### src/rtl/tdc_sequencer.sv
// Measurement sequencer for a carry-chain TDC: arms the chain, counts coarse
// cycles, turns the captured thermometer code into a {timeout, overflow, coarse, fine} stamp.
module tdc_sequencer #(
    parameter int STAGES   = 64,
    parameter int COARSE_W = 16,
    parameter int TIMEOUT  = 1024,
    parameter int FINE_W   = $clog2(STAGES + 1)
) (
    input  logic                         clock,
    input  logic                         reset,
    input  logic                         arm,
    input  logic [STAGES-1:0]            thermo,
    output logic                         tdc_reset,
    output logic                         busy,
    output logic [COARSE_W+FINE_W+1:0]   stamp_data,
    output logic                         stamp_valid,
    input  logic                         stamp_ready
);

    localparam int STAMP_W = COARSE_W + FINE_W + 2;
    localparam logic [COARSE_W-1:0] COARSE_LAST = COARSE_W'(TIMEOUT - 1);

    typedef enum logic [1:0] {
        IDLE    = 2'd0,
        ARMED   = 2'd1,
        CAPTURE = 2'd2,
        PRESENT = 2'd3
    } state_t;

    state_t              state_q, state_d;
    logic [COARSE_W-1:0] coarse_q, coarse_d;
    logic [STAGES-1:0]   snap_thermo_q, snap_thermo_d;
    logic [COARSE_W-1:0] snap_coarse_q, snap_coarse_d;
    logic [STAMP_W-1:0]  stamp_q, stamp_d;
    logic [FINE_W-1:0]   fine_cnt;
    logic                hit;

    assign hit = |thermo;

    // Population count rather than leading-one: bubbles in the chain still
    // contribute the correct number of elapsed stages.
    always_comb begin
        fine_cnt = '0;
        for (int i = 0; i < STAGES; i++) begin
            fine_cnt = fine_cnt + FINE_W'(snap_thermo_q[i]);
        end
    end

    always_comb begin
        state_d       = state_q;
        coarse_d      = coarse_q;
        snap_thermo_d = snap_thermo_q;
        snap_coarse_d = snap_coarse_q;
        stamp_d       = stamp_q;
        unique case (state_q)
            IDLE: begin
                if (arm && !hit) begin
                    state_d  = ARMED;
                    coarse_d = '0;
                end
            end
            ARMED: begin
                // A hit wins over a simultaneous timeout.
                if (hit) begin
                    snap_thermo_d = thermo;
                    snap_coarse_d = coarse_q;
                    state_d       = CAPTURE;
                end else if (coarse_q == COARSE_LAST) begin
                    stamp_d = {1'b1, 1'b0, COARSE_LAST, {FINE_W{1'b0}}};
                    state_d = PRESENT;
                end else begin
                    coarse_d = coarse_q + 1'b1;
                end
            end
            CAPTURE: begin
                stamp_d = {1'b0, &snap_thermo_q, snap_coarse_q, fine_cnt};
                state_d = PRESENT;
            end
            PRESENT: begin
                if (stamp_ready) state_d = IDLE;
            end
            default: state_d = IDLE;
        endcase
    end

    always_ff @(posedge clock) begin
        if (reset) begin
            state_q       <= IDLE;
            coarse_q      <= '0;
            snap_thermo_q <= '0;
            snap_coarse_q <= '0;
            stamp_q       <= '0;
        end else begin
            state_q       <= state_d;
            coarse_q      <= coarse_d;
            snap_thermo_q <= snap_thermo_d;
            snap_coarse_q <= snap_coarse_d;
            stamp_q       <= stamp_d;
        end
    end

    // Outputs decode straight from registered state: no ready-to-valid path.
    assign tdc_reset   = (state_q != ARMED);
    assign busy        = (state_q != IDLE);
    assign stamp_valid = (state_q == PRESENT);
    assign stamp_data  = stamp_q;

endmodule

### config.mk
export PLATFORM = sky130hd
export DESIGN_NAME = tdc_sequencer
export DESIGN_NICKNAME = d
export VERILOG_FILES = /design/src/rtl/tdc_sequencer.sv
export SDC_FILE = /design/constraint.sdc
export NUM_CORES = 1
export LEC_CHECK = 0
export BUFFER_PORTS_ARGS = -buffer_cell sky130_fd_sc_hd__buf_2
export CAP_MARGIN = 5
export CORE_MARGIN = 1.5
export CORE_UTILIZATION = 50
export CTS_CLUSTER_DIAMETER = 100
export DETAILED_ROUTE_END_ITERATION = 16
export PLACE_DENSITY = 0.71
export SETUP_SLACK_MARGIN = 0.2
export SLEW_MARGIN = 20
export SYNTH_ARGS = -nofsm -noshare
export SYNTH_HDL_FRONTEND = slang
export SYNTH_SLANG_ARGS = --single-unit
### constraint.sdc
create_clock -name clock -period 7.25 [get_ports clock]
set_input_delay 0.3625 -clock clock [delete_from_list [all_inputs] [get_ports clock]]
set_output_delay 0.3625 -clock clock [all_outputs]
set_load 0.05 [all_outputs]
* Yosys cells after proc, flatten, opt, wreduce, memory -nomap -nowiden
Index checks and enable logic that the tools add are counted.
** Cells by class
- Muxes and demuxes :: 12
- Equality and inequality tests :: 11
- Add/subtract/negate cells :: 64
- Reductions and logical operators :: 12
** Operators with widths (count)
- 7-bit by 1-bit adder with 7-bit output :: 57
- 64-bit AND reduction :: 1
- 64-bit OR reduction :: 1
- 25-bit 2-to-1 mux :: 2
- 25-bit one-hot mux with 2 select lines :: 1
- 16-bit 2-to-1 mux :: 3
- 16-bit one-hot mux with 2 select lines :: 1
- 16-bit by 1-bit adder with 16-bit output (second input constant) :: 1
- 16-bit by 10-bit == test with 1-bit output (second input constant) :: 1
- 2-bit 2-to-1 mux :: 4
- 2-bit != test (second input constant) :: 4
- 2-bit one-hot mux with 4 select lines :: 1
- 6-bit by 1-bit adder with 7-bit output :: 1
- 5-bit by 1-bit adder with 6-bit output :: 1
- 3-bit AND reduction :: 2
- 2-bit nonzero test :: 3
- 4-bit by 1-bit adder with 5-bit output :: 1
- 3-bit by 1-bit adder with 4-bit output :: 1
- 2-bit == test (second input constant) :: 2
- 2-bit by 1-bit != test with 1-bit output (second input constant) :: 2
- 4-bit AND reduction :: 1
- 2-bit by 1-bit adder with 3-bit output :: 1
- 3-bit != test (second input constant) :: 1
- 1-bit by 1-bit adder with 2-bit output :: 1
- 5 further kinds :: 5
** Storage, ports and cells
- Flip-flop bits (word level) :: 123

* Depth between registers and ports, before layout
Gate-level depths: netlist of the first run.
- Word-level depth :: 64
- Mapped depth :: 21
- Depth with buffers taken out :: 21

* Worst setup path before layout of the first run
OpenSTA, ideal clock, no wires.
- Path type :: reg-to-reg
- Start :: register snap_thermo_q[35]
- End :: register stamp_q[5] (netlist: stamp_data[5])
- Arrival :: 5.778 ns
- Data required time :: 7.133 ns
- Clock period less this slack :: 5.895 ns
- Setup slack :: 1.355 ns
- Buffers on the path :: 0
- Cell stages (with the launch flop) :: 22
- Cell sequence :: dfxtp_1 > inv_1 > fa_1 > inv_1 > fa_1 > fa_1 > inv_1 > fa_1 > inv_1 > fa_1 > fa_1 > fa_1 > inv_1 > fa_1 > inv_1 > ha_1 > a21o_1 > a21oi_1 > o21bai_1 > a21oi_1 > xnor2_1 > a22o_1
** Between the ends
- Longest elaborated chain between the ends :: 30
** RTL lines
- from (decl) :: RTL line 32 : logic [STAGES-1:0] snap_thermo_q, snap_thermo_d;
- from (signal assigned) :: RTL line 96 : snap_thermo_q <= snap_thermo_d;
- 7-bit by 1-bit adder with 7-bit output (29 in a row) :: RTL line 45 : fine_cnt = fine_cnt + FINE_W'(snap_thermo_q[i]);
- 25-bit one-hot mux with 2 select lines :: RTL line 55 : unique case (state_q)
- to (signal assigned) :: RTL line 98 : stamp_q <= stamp_d;
- to (decl) :: RTL line 34 : logic [STAMP_W-1:0] stamp_q, stamp_d;
Every way passes these cells.
A chain may end at the register's enable or synchronous reset.

* Worst setup path in the final report of the first run
Same ends and word-level chain as after synthesis.

==> impl_metrics.py, run 1 <==
metrics = {
    "status": {
        "status": "finished clean",
    },
    "min_path": {
        "hold_path.class": "input pin to flip-flop",
        "min_to": "snap_thermo_q[12]",
        "holdPathStages": 3,
        "hp-start": "thermo[12]",
    },
    "placement": {
        "placed_cells": 997,
        "place.detailed.hpwl_mm": 12.58,
        "io_buffer_count": 95,
        "routabilityCongestion": 0.8892,
        "placed_cell_area_um2": 7148,
    },
    "global_route": {
        "first_global_vias": 5905,
        "grt_start_max_net_pins": 99,
        "antenna_found_initial": 0,
        "grt_first_pass_wirelength_mm": 28.88,
        "grt_usage": 0.2668,
        "grt_overflow": 0,
    },
    "timing": {
        "fin_setup_tns_ns": 0,
        "clock.fmax_mhz": 164.1,
        "setup_viol_count_final": 0,
        "min_period_ns": 6.094,
        "worst_slew_pin_slew_ns": 1.023,
        "slew_headroom": 0.3177,
        "rsz0062_at_grt": "false",
        "finalCritPeriodShare": 0.8405,
        "finClkSkew_ns": 0.01103,
        "report.final.slew_viol_count": 0,
        "finalHoldViolations": 0,
    },
    "worst_setup_path": {
        "worstReg2RegStart": "snap_thermo_q[35]",
        "reg2reg_to": "stamp_data[5]",
        "reg2regPathDepth": 21,
        "cp_data_required_time_ns": 7.57,
        "critPathArrivalTime_ns": 6.42,
        "r2r_setup_slack_ns": 1.16,
        "start_kind": "flip-flop",
        "path_class": "flip-flop to flip-flop",
        "worstSetupEndpointType": "flip-flop",
        "path_max_fanout": 3,
    },
    "pwr": {
        "p_leak_nw": 3.146,
        "irDropWorstVdd_v": 0.0001680,
        "p_per_area_nw_per_um2": 209.6,
    },
    "detailed_routing": {
        "post_drt_wl_per_cell_um": 16.67,
        "via_per_inst": 5.507,
        "dr.first_iter.drc_count": 484,
        "route.detailed.drc": 0,
        "via_count": 5667,
        "drt_pass1_iterations": 5,
        "wirelength_mm": 17.16,
        "postRouteAntennaNets": 0,
    },
    "clock_tree": {
        "clockBufferDepth": 2,
        "clock_sinks": 123,
        "cts_buffers": 17,
        "cts_setup_buffers": 0,
        "cts_root_buf": "clkbuf_16",
        "clock_latency_ns": 0.43,
        "ctsResizeCount": 0,
        "cts.clk_slew.worst_paths_ns": 0.06,
        "cts_tree": "built",
        "hold_buffers": 0,
        "htreeDepth": 4,
    },
    "final_layout": {
        "fin_area_um2": 7780,
        "diodes": 0,
        "final_nets": 987,
        "final_cells": 1029,
        "area_growth_pct": 18.42,
        "drive_gt1_frac": 0.1715,
    },
    "synthesis": {
        "syn_nets": 906,
        "postSynthCellCount": 763,
        "synth_ff_type": "dfxtp_1",
        "synth.top_cell.area_share": 0.3748,
        "yosys.area.top_type": "dfxtp_1",
        "netlist_area_um2": 6570,
        "yosys_register_bits": 123,
        "synth.avg_cell_area_um2": 8.611,
        "ys_types": 46,
        "ys_warn_count": 0,
        "yosysSeqAreaShare": 0.3748,
        "synthTopCellsByArea": "dfxtp_1 (37%), fa_1 (16%), nand2_1 (10%)",
        "async_reset_ff_frac": 0,
        "synth_edf_count": 0,
        "synth_most_common_cell": "nand2_1",
        "netlist_top_cells_count": "nand2_1 (180), dfxtp_1 (123), inv_1 (104)",
    },
    "floorplanning": {
        "start_util": 0.5164,
        "rows": 41,
        "die_h_um": 117.6,
        "die_area_um2": 13840,
        "core_um2": 12720,
        "ioPinCount": 96,
        "die_w_um": 117.6,
    },
    "run": {
        "cap_violations": 0,
    },
}
cell usage in the layout (no fill, tap or decap), types with 17 or more instances in the layout:
| cell type | synthesis | layout |
|---|---|---|
| inv_1 | 104 | 104 |
| buf_2 | 2 | 95 |
| clkbuf_16 | 0 | 17 |
| nand4_1 | 21 | 21 |
| dfxtp_1 | 123 | 123 |
| nor4_1 | 22 | 22 |
| nand2_1 | 180 | 179 |
| a21oi_1 | 96 | 96 |
| ha_1 | 21 | 21 |
| fa_1 | 54 | 54 |
per-stage QoR:
| stage | utilization | total power, W | hold WS [ns] | worst slack (ns) |
|---|---|---|---|---|
| global placement | 0.5619 | 0.0007300 | 0.4463 | 1.187 |
| floorplan | - | 0.0007031 | 0.4363 | 1.355 |
| finish | 0.6115 | 0.001631 | 0.1781 | 1.156 |
| global route | 0.6115 | 0.001672 | 0.1778 | 0.7874 |
| detailed placement | 0.5619 | 0.0007308 | 0.4531 | 1.137 |
| CTS | 0.6115 | 0.001636 | 0.1685 | 1.128 |
worst max path at each step:
stage                       from       endpoint  slack, ns  cells after the start
2_1_floorplan  snap_thermo_q[35]  stamp_data[5]       1.36                     21
3_3_place_gp   snap_thermo_q[35]  stamp_data[5]       1.19                     21
3_5_place_dp   snap_thermo_q[35]  stamp_data[5]       1.14                     21
4_1_cts        snap_thermo_q[35]  stamp_data[5]       1.13                     21
5_1_grt        snap_thermo_q[35]  stamp_data[5]       0.79                     21
6_report       snap_thermo_q[35]  stamp_data[5]       1.16                     21
cells by family after synthesis:
family | synth area share
AOI/OAI and AO/OA | 0.1556
xor gates and xnor gates | 0.005333
adders and majority gates | 0.2045
buffers and inverters | 0.08436
DFF | 0.3748
muxes | 0.003047
and+or+nand+nor | 0.1724
area by class of cell:
cell class              instances  area, µm²
clock buffers                  19      442.9
inverters                     105      394.1
clock inverters                13      188.9
fillers                      1123       4942
repair buffers                100      513.0
multi-input cells             497       3563
flip-flops and latches        123       2462
well taps                     172      215.2
routing by layer:
metal	wire [µm]	vias up	track usage
met1	6907	2756	0.3092
met2	8727	173	0.4642
met4	576	0	0.1212
met5	0	-	0
met3	946	44	0.06734
li1	-	2694	-
power breakdown:
group | total, W | leakage [nW] | switching (W) | internal (W)
registers | 0.000676 | 0.990 | 0.000000000000000000611 | 0.000676
logic | 0.0000406 | 1.85 | 0.0000251 | 0.0000155
clock network | 0.000914 | 0.305 | 0.000327 | 0.000587
flip-flops by register name, summed over array words and instances (netlist names):
name,flops
snap_coarse_q,16
snap_thermo_q,64
state_q,2
stamp_data,25
coarse_q,16
critical path, cell delays in order, from the launching register on:
cell      delay (ns)
dfxtp_1         0.34
inv_1           0.06
fa_1            0.54
inv_1           0.05
fa_1            0.41
fa_1            0.54
inv_1           0.06
fa_1            0.53
inv_1           0.05
fa_1            0.51
fa_1            0.44
fa_1            0.55
inv_1           0.06
fa_1            0.59
inv_1           0.06
ha_1            0.28
a21o_1          0.17
a21oi_1         0.21
o21bai_1        0.08
a21oi_1         0.19
xnor2_1         0.09
a22o_1          0.17
No activity file was read; power rests on OpenSTA's default activity.
==> inputs of run 2 (changes only) <==
- PLACE_DENSITY: 0.71 -> 0.74
- clock period: 7.25 -> 5.3 ns (I/O delays scaled with it)
==> run 2 against run 1 <==
Compared with the run above:
- the flow now finishes with violations (negative setup slack)
- total power grew 30%
- critical path depth is the same
- via count is essentially flat
==> impl_metrics.py, run 2 (same netlist as run 1, synthesis figures left out) <==
metrics = {
    "status": {
        "status": "finished with violations",
        "violations": "negative setup slack",
    },
    "clock_tree": {
        "hold_buffers": 0,
        "cts_root_buf": "clkbuf_16",
        "clock_latency_ns": 0.42,
        "cts_tree": "built",
        "cts_buffers": 17,
        "clockBufferDepth": 2,
        "clock_sinks": 123,
        "cts.clk_slew.worst_paths_ns": 0.06,
        "htreeDepth": 4,
    },
    "final_layout": {
        "final_nets": 1026,
        "area_growth_pct": 22.80,
        "final_common_cell": "nand2_1",
        "fill_cells": 1117,
        "largest_register_ffs": 64,
        "diodes": 0,
        "layout_common_cells": "nand2_1 (179), dfxtp_1 (117), inv_1 (95), a21oi_1 (95), buf_2 (95)",
        "utilization": 0.6341,
        "regMostFlops": "snap_thermo_q",
        "drive_gt1_frac": 0.2333,
        "fin_area_um2": 8068,
    },
    "global_route": {
        "grt_usage": 0.2611,
        "grt_start_max_net_pins": 98,
        "first_global_vias": 5670,
        "grt_overflow": 0,
        "antenna_found_initial": 0,
        "grt_first_pass_wirelength_mm": 28.26,
    },
    "timing": {
        "fin_ws_ns": -0.4222,
        "slew_headroom": 0.2939,
        "setup_viol_count_final": 6,
        "report.final.slew_viol_count": 0,
        "whs_ns": 0.08732,
        "fin_setup_tns_ns": -1.946,
        "clock.fmax_mhz": 174.8,
        "finalHoldViolations": 0,
        "min_period_ns": 5.722,
        "finalCritPeriodShare": 1.080,
        "rsz0062_at_grt": "true",
        "finClkSkew_ns": 0.004373,
        "worst_slew_pin_slew_ns": 1.059,
    },
    "placement": {
        "placed_cell_area_um2": 7447,
        "place.detailed.hpwl_mm": 12.60,
        "routabilityCongestion": 0.8797,
        "pre_cts_slack_ns": -0.4019,
        "io_buffer_count": 95,
    },
    "detailed_routing": {
        "via_per_inst": 5.308,
        "dr.first_iter.drc_count": 354,
        "post_drt_wl_per_cell_um": 16.05,
        "route.detailed.drc": 0,
        "postRouteAntennaNets": 0,
        "wirelength_mm": 17.15,
        "drt_pass1_iterations": 5,
        "via_count": 5669,
    },
    "floorplanning": {
        "ioPinCount": 96,
        "die_area_um2": 13840,
        "die_w_um": 117.6,
        "start_util": 0.5164,
        "rows": 41,
        "die_h_um": 117.6,
        "core_um2": 12720,
    },
    "worst_setup_path": {
        "cp_common_cell": "fa_1",
        "start_kind": "flip-flop",
        "critPathArrivalTime_ns": 6.08,
        "crit_family": "adder cells",
        "crit_buf_inv": 6,
        "path_max_fanout": 2,
        "worstSetupEndpointType": "flip-flop",
        "critical-path-max-stage-delay_ns": 0.57,
        "cp_data_required_time_ns": 5.65,
        "crit_chain": "inv_2 > fa_1 > inv_1 > fa_2 > inv_2 > fa_2 > fa_1 > fa_1 > fa_1 > fa_1 > fa_1 > inv_2 > ha_4 > inv_2 > fa_2 > inv_1 > a21oi_1 > o21bai_1 > a21o_1 > a21oi_1 > o2bb2ai_1",
        "slowest_stage": "fa_1",
        "path_class": "flip-flop to flip-flop",
    },
    "pwr": {
        "p_per_area_nw_per_um2": 263.7,
        "p_leak_nw": 3.320,
        "irDropWorstVdd_v": 0.0003497,
    },
    "min_path": {
        "hold_path.class": "input pin to flip-flop",
    },
    "run": {
        "cap_violations": 0,
    },
}
[run 2: cell count changes in the layout (fill, tap and decap cells not counted), sizes merged]
cell / before / now
buf: 100 / 139
bufinv: 4 / 2
clkinv: 4 / 6
clkinvlp: 2 / 3
inv: 108 / 107
[run 2: where the power goes]
| part | leakage, nW | switching (W) | internal (W) |
|---|---|---|---|
| clock | 0.280 | 0.000441 | 0.000706 |
| combinational | 2.05 | 0.0000346 | 0.0000213 |
| sequential | 0.993 | 0.000000000000000000703 | 0.000925 |
| total | 3.32 | 0.000476 | 0.00165 |
[run 2: layout make-up]
| cell class | instances | area [µm²] | share of cell area |
|---|---|---|---|
| multi-input cells | 497 | 3598 | 0.4460 |
| inverters | 105 | 394.1 | 0.04885 |
| well taps | 172 | 215.2 | 0.02667 |
| flip-flops and latches | 123 | 2470 | 0.3061 |
| clock buffers | 19 | 442.9 | 0.05490 |
| clock inverters | 13 | 141.4 | 0.01752 |
| repair buffers | 139 | 805.8 | 0.09988 |
[run 2: final timing paths]
| path | start | endpoint | slack, ns | cells after the start |
|---|---|---|---|---|
| max | snap_thermo_q[35] | stamp_data[6] | -0.42 | 21 |
| min reg2reg | snap_coarse_q[12] | snap_coarse_q[12] | 0.46 | 2 |
| max reg2reg | snap_thermo_q[35] | stamp_data[6] | -0.42 | 21 |
| min | thermo[16] | snap_thermo_q[16] | 0.09 | 3 |
[run 2: through the flow]
| stage | std cells | power [W] |
|---|---|---|
| after floorplan | 763 | 0.0009618 |
| after global placement | 1034 | 0.001000 |
| after detailed placement | 1034 | 0.0009998 |
| after CTS | 1067 | 0.002138 |
| after global routing | 1068 | 0.002181 |
| final | 1068 | 0.002128 |
[run 2: routing by layer]
layer | vias to the layer above | track usage | wire, µm
met3 | 31 | 0.05233 | 900
met1 | 2703 | 0.3289 | 7329
met4 | 0 | 0.09375 | 385
li1 | 2774 | - | -
met2 | 161 | 0.4455 | 8529
met5 | - | 0 | 0
[run 2: worst register-to-register path: stages, from the launching register on]
cell       delay [ns]
dfxtp_2          0.33
inv_2            0.04
fa_1             0.52
inv_1            0.05
fa_2             0.52
inv_2            0.04
fa_2             0.53
fa_1             0.43
fa_1             0.47
fa_1             0.57
fa_1             0.44
fa_1             0.46
inv_2            0.08
ha_4             0.12
inv_2            0.03
fa_2             0.33
inv_1            0.06
a21oi_1          0.07
o21bai_1         0.24
a21o_1           0.15
a21oi_1          0.05
o2bb2ai_1        0.12
[run 2: repair_timing]
| action | 4_1_cts | 5_1_grt |
|---|---|---|
| buffers inserted | 1 | 1 |
| pin swaps | 3 | 4 |
| endpoints found under the setup margin | 6 | 7 |
| gates resized for setup | 4 | 8 |
